===== src/rtl/gray_step_monitor.sv =====
// rtl/gray_step_monitor.sv - Gray-code step monitor with lap counting; optional backward steps via GRAY_MON_BACKWARD_EN
module gray_step_monitor #(
  parameter int WIDTH = 3,
  parameter int CNT_W = 8
) (
  input  logic             Clk,
  input  logic             Reset_n,
  input  logic             Clear,
  input  logic             Valid_in,
  input  logic [WIDTH-1:0] Gray_in,
  output logic [WIDTH-1:0] Bin_out,
  output logic             Locked,
  output logic [CNT_W-1:0] Laps,
  output logic             Lap_sat,
  output logic             Step_err
);

  localparam logic [1:0] ST_UNLOCKED = 2'b00;
  localparam logic [1:0] ST_LOCKED   = 2'b01;
  localparam logic [1:0] ST_ERROR    = 2'b10;

  localparam logic [WIDTH-1:0] BIN_MAX  = {WIDTH{1'b1}};
  localparam logic [WIDTH-1:0] BIN_ZERO = {WIDTH{1'b0}};
  localparam logic [WIDTH-1:0] BIN_ONE  = {{(WIDTH-1){1'b0}}, 1'b1};
  localparam logic [CNT_W-1:0] LAPS_MAX = {CNT_W{1'b1}};
  localparam logic [CNT_W-1:0] LAPS_ONE = {{(CNT_W-1){1'b0}}, 1'b1};

  logic [1:0]       state;
  logic [WIDTH-1:0] new_bin;
  logic [WIDTH-1:0] delta;

  // Gray to binary: each binary bit is the parity of the Gray bits at and above it
  always_comb begin
    new_bin = BIN_ZERO;
    for (int i = 0; i < WIDTH; i++) begin
      new_bin[i] = ^(Gray_in >> i);
    end
  end

  // Step size relative to the last accepted sample, wrapping naturally in WIDTH bits
  always_comb begin
    delta = new_bin - Bin_out;
  end

  // Lock/step/lap tracking; ERROR (and the unused 4th code) is left only via Clear or reset
  always_ff @(posedge Clk or negedge Reset_n) begin
    if (!Reset_n) begin
      state    <= ST_UNLOCKED;
      Bin_out  <= BIN_ZERO;
      Locked   <= 1'b0;
      Laps     <= '0;
      Lap_sat  <= 1'b0;
      Step_err <= 1'b0;
    end else if (Clear) begin
      state    <= ST_UNLOCKED;
      Bin_out  <= BIN_ZERO;
      Locked   <= 1'b0;
      Laps     <= '0;
      Lap_sat  <= 1'b0;
      Step_err <= 1'b0;
    end else if (Valid_in) begin
      case (state)
        ST_UNLOCKED: begin
          Bin_out <= new_bin;
          Locked  <= 1'b1;
          state   <= ST_LOCKED;
        end
        ST_LOCKED: begin
          if (delta == BIN_ZERO) begin
            state <= ST_LOCKED;
          end else if (delta == BIN_ONE) begin
            Bin_out <= new_bin;
            if (Bin_out == BIN_MAX) begin
              if (Laps == LAPS_MAX) begin
                Lap_sat <= 1'b1;
              end else begin
                Laps <= Laps + LAPS_ONE;
              end
            end
`ifdef GRAY_MON_BACKWARD_EN
          end else if (delta == BIN_MAX) begin
            Bin_out <= new_bin;
            if ((Bin_out == BIN_ZERO) && (Laps != '0)) begin
              Laps <= Laps - LAPS_ONE;
            end
`endif
          end else begin
            Step_err <= 1'b1;
            state    <= ST_ERROR;
          end
        end
        default: begin
          state <= ST_ERROR;
        end
      endcase
    end
  end

endmodule


===== config.mk =====
export PLATFORM = sky130hd
export DESIGN_NAME = gray_step_monitor
export DESIGN_NICKNAME = d
export VERILOG_FILES = /design/src/rtl/gray_step_monitor.sv
export SDC_FILE = /design/constraint.sdc
export NUM_CORES = 1
export LEC_CHECK = 0
export CAP_MARGIN = 20
export CORE_MARGIN = 2
export CORE_UTILIZATION = 40
export CTS_CLUSTER_DIAMETER = 200
export DETAILED_ROUTE_END_ITERATION = 7
export PLACE_DENSITY_LB_ADDON = 0.15
export REMOVE_ABC_BUFFERS = 1
export SLEW_MARGIN = 10
export SYNTH_ARGS = -nofsm -noshare
export SYNTH_HDL_FRONTEND = slang
export SYNTH_SLANG_ARGS = --single-unit
export TNS_END_PERCENT = 100

===== constraint.sdc =====
create_clock -name Clk -period 3.29 [get_ports Clk]
set_clock_uncertainty 0.15 [all_clocks]
set_input_delay 0.658 -clock Clk [delete_from_list [all_inputs] [get_ports Clk]]
set_output_delay 0.658 -clock Clk [all_outputs]
set_load 0.05 [all_outputs]

==> results of run 1 <==
where the power goes:
part | internal, mW | switching, mW
combinational | 0.0632 | 0.0712
clock | 0.0425 | 0.0590
sequential | 0.205 | 0.00913
cell type report:
| class | count | area [sq um] |
|---|---|---|
| well taps | 28 | 35.0 |
| repair buffers | 30 | 273 |
| flip-flops and latches | 16 | 400 |
| multi-input cells | 67 | 513 |
| fillers | 206 | 907 |
| clock buffers | 3 | 22.5 |
| inverters | 5 | 18.8 |
worst register-to-register path, cell delays in order (launching register included):
cell,delay (ns)
dfrtp_1,0.41
ha_2,0.20
inv_2,0.03
fa_2,0.33
xnor3_2,0.27
or4_4,0.56
or4_4,0.50
a21oi_2,0.14
kinds of logic (layout without fill, tap and decap cells):
group,Yosys count,after routing,share of synthesized area [%]
AOI/OAI and AO/OA,23,23,16.3
xor gates and xnor gates,3,3,4.60
adders and majority gates,3,3,5.02
buffers and inverters,9,38,4.60
DFF,16,16,44.6
muxes,2,2,2.23
and+or+nand+nor,35,36,22.6
how the worst max path moves through the flow:
stage	to	slack, ns	depth (start not counted)
CTS	Laps[7]	0.02	10
detailed placement	Laps[7]	-0.57	11
finish	Laps[7]	0.09	10
global placement	Laps[7]	-0.50	10
global route	Laps[7]	0.004	10
floorplan	Laps[7]	-0.04	9
layout by cell type (no fill, tap or decap), types with 2 or more instances in the layout:
master,synthesis,routed
nor2_1,10,10
o31ai_1,3,3
nand3_1,6,6
a21o_1,2,2
o41ai_1,3,2
mux2i_1,2,2
clkbuf_4,0,3
clkdlybuf4s50_1,0,17
o21ai_0,2,2
or4_4,1,3
or2_2,3,3
inv_1,5,4
dfrtp_1,16,16
buf_4,0,10
or4_1,5,4
a21oi_1,11,10
nand4_1,2,2
sequential cells by signal, indices dropped and copies added (netlist names):
| signal | cells |
|---|---|
| Laps | 8 |
| Bin_out | 3 |
| state | 2 |
| Lap_sat | 1 |
| Locked | 1 |
| Step_err | 1 |
per-stage QoR:
stage / utilization (%) / setup slack [ns]
final: 58.2 / 0.0919
after global routing: 58.2 / 0.00398
after CTS: 56.6 / 0.0161
after detailed placement: 53.9 / -0.571
after global placement: 53.9 / -0.504
after floorplan: - / -0.0422
per-layer routing:
layer | up-vias | GRT usage (%) | wire [microns]
li1 | 404 | - | -
met1 | 375 | 23.5 | 972
met2 | 14 | 27.5 | 948
met3 | 2 | 3.51 | 65
met4 | 0 | 7.89 | 17
met5 | - | 0 | 0
repair_timing:
action                     CTS  global route
setup endpoints to repair    8             7
cloned                       1             0
resized for setup            7             9
pin swaps                   11             7
setup buffers                2             0
==> metrics.md, run 1 <==
| Metric | Value |
|---|---|
| Initial antenna violation count | 0 |
| Power Dens Cells | 357 nW/um^2 |
| CP startpoint kind | input port |
| Setup crit start | Gray_in[1] |
| CP dominant cell by count | or4_4 |
| Flops & latches, synth | 16 |
| Post-synth EDFFs | 0 |
| Yosys top cell area share | 44.6% |
| Number of remaining DRC errors | 0 |
| Max Cap Viol | 0 |
| Pre-antenna DRT Iters | 4 |
| Min Tclk post-route | 3.20 ns |
| H-Tree Depth | 1 |
| Die area | 2640 sq um |
| Post-synthesis sequential area ratio | 44.6% |
| Synth Warn # | 0 |
| Setup slack, reg-to-reg | 0.64 ns |
| Tot GR Track Use | 17.6% |
| Reg2reg end | Laps[7] |
| Post-DP HPWL | 1350 microns |
| Crit-path cells | clkdlybuf4s15_1 > xor2_2 > xnor2_2 > ha_2 > inv_2 > fa_2 > xnor3_2 > or4_4 > or4_4 > a21oi_2 |
| Register clock-pin slew on the reported worst setup and hold paths | 0.09 ns |
| Input/output buffers | 20 |
| CTS tree | yes |
| Top-count cell post-synth | dfrtp_1 |
| Fin. Hold Viols | 0 |
| Gate Count Post-Synth | 91 |
| Pin count of the biggest net entering global routing | 18 |
| Slew at the pin closest to its max-slew limit | 0.730 ns |
| Core box area | 2170 sq um |
| Total chip power | 0.450 mW |
| HP Class | reg2reg |
| Slew HR | 51.2% |
| Ranking of synthesized cells by area | dfrtp_1 (45%), a21oi_1 (6.1%), nor2_1 (4.2%), or4_1 (4.2%), nand3_1 (3.3%) |
| Crit Path Category | in2reg |
| Leak | 0.504 nW |
| Cells on Worst Hold Path | 2 |
| Area after DPL | 1170 sq um |
| Post-synth top flop | dfrtp_1 |
| Die W | 51.4 microns |
| Placed cell count | 143 |
| Die H | 51.4 microns |
| Via count | 795 |
| Vias in the first global route | 770 |
| RSZ-0062 raised after global routing | no |
| Share of cells above drive strength 1 | 24.0% |
| Area growth syn-to-layout | 40.7% |
| Final setup TNS | 0 ns |
| Fin crit share | 97.2% |
| DR iter-0 viols | 8 |
| CP max stage delay | 0.56 ns |
| Slew Limit Fails | 0 |
| Slowest CP cell | or4_4 |
| First-pass GRT wire length | 3410 microns |
| Fin area | 1260 sq um |
| Setup violators final | 0 |
| Ys async rst share | 100% |
| Status | finished clean |
| Routed wire length | 2000 microns |
| Area leader, netlist | dfrtp_1 |
| Worst r2r src | Bin_out[0] |
| Cell Count, Final, Fillers Out | 149 |
| Worst-Skew Late Latency | 0.28 ns |
| Clock root cell | clkbuf_4 |
| Post-route ant nets | 0 |
| Worst hold margin | 0.355 ns |
| Cts bufs inserted | 3 |
| Ant diodes | 0 |
| Crit end category | flip-flop |
| CTS Hold Bufs | 0 |
| Cell row count | 17 |
| Clock sink count | 16 |
| Worst Hold Launch | Locked |
| Clk buf depth | 2 |
| Max FO, Critical Path | 5 |
| Ports | 21 |
| Netlist cell types | 31 |
| Crit path DAT | 3.25 ns |
| WP buf/inv | 2 |
| CP top delay family | simple AND/OR/NAND/NOR gates |
| Post-Syn Area | 897 sq um |
| Most instantiated cells after synthesis | dfrtp_1 (16), a21oi_1 (11), nor2_1 (10) |
| Max IR drop VDD | 0.000237 V |
| Initial core utilization | 41.3% |
| Hold Path Sink | Locked |
| GR Overflow Total | 0 |
| CP required | 3.35 ns |
| Routed vias/inst | 5.34 |
| RePlAce Congestion | 0.783 |
| Post-DR wirelength/cell | 13.4 microns |
| Final layout net count | 133 |
| R2R depth | 7 |
| Max Clk Rate | 0.313 GHz |
| Syn_area_per_cell | 9.86 sq um |
Note: power is estimated with default switching activity, not from simulation.
==> run 2, diff against run 1 <==
CAP_MARGIN = 5   (was 20)
CTS_CLUSTER_SIZE = 8   (was not set)
==> results of run 2 <==
Same layout as run 1: the final DEF is identical, and so are final timing and power.
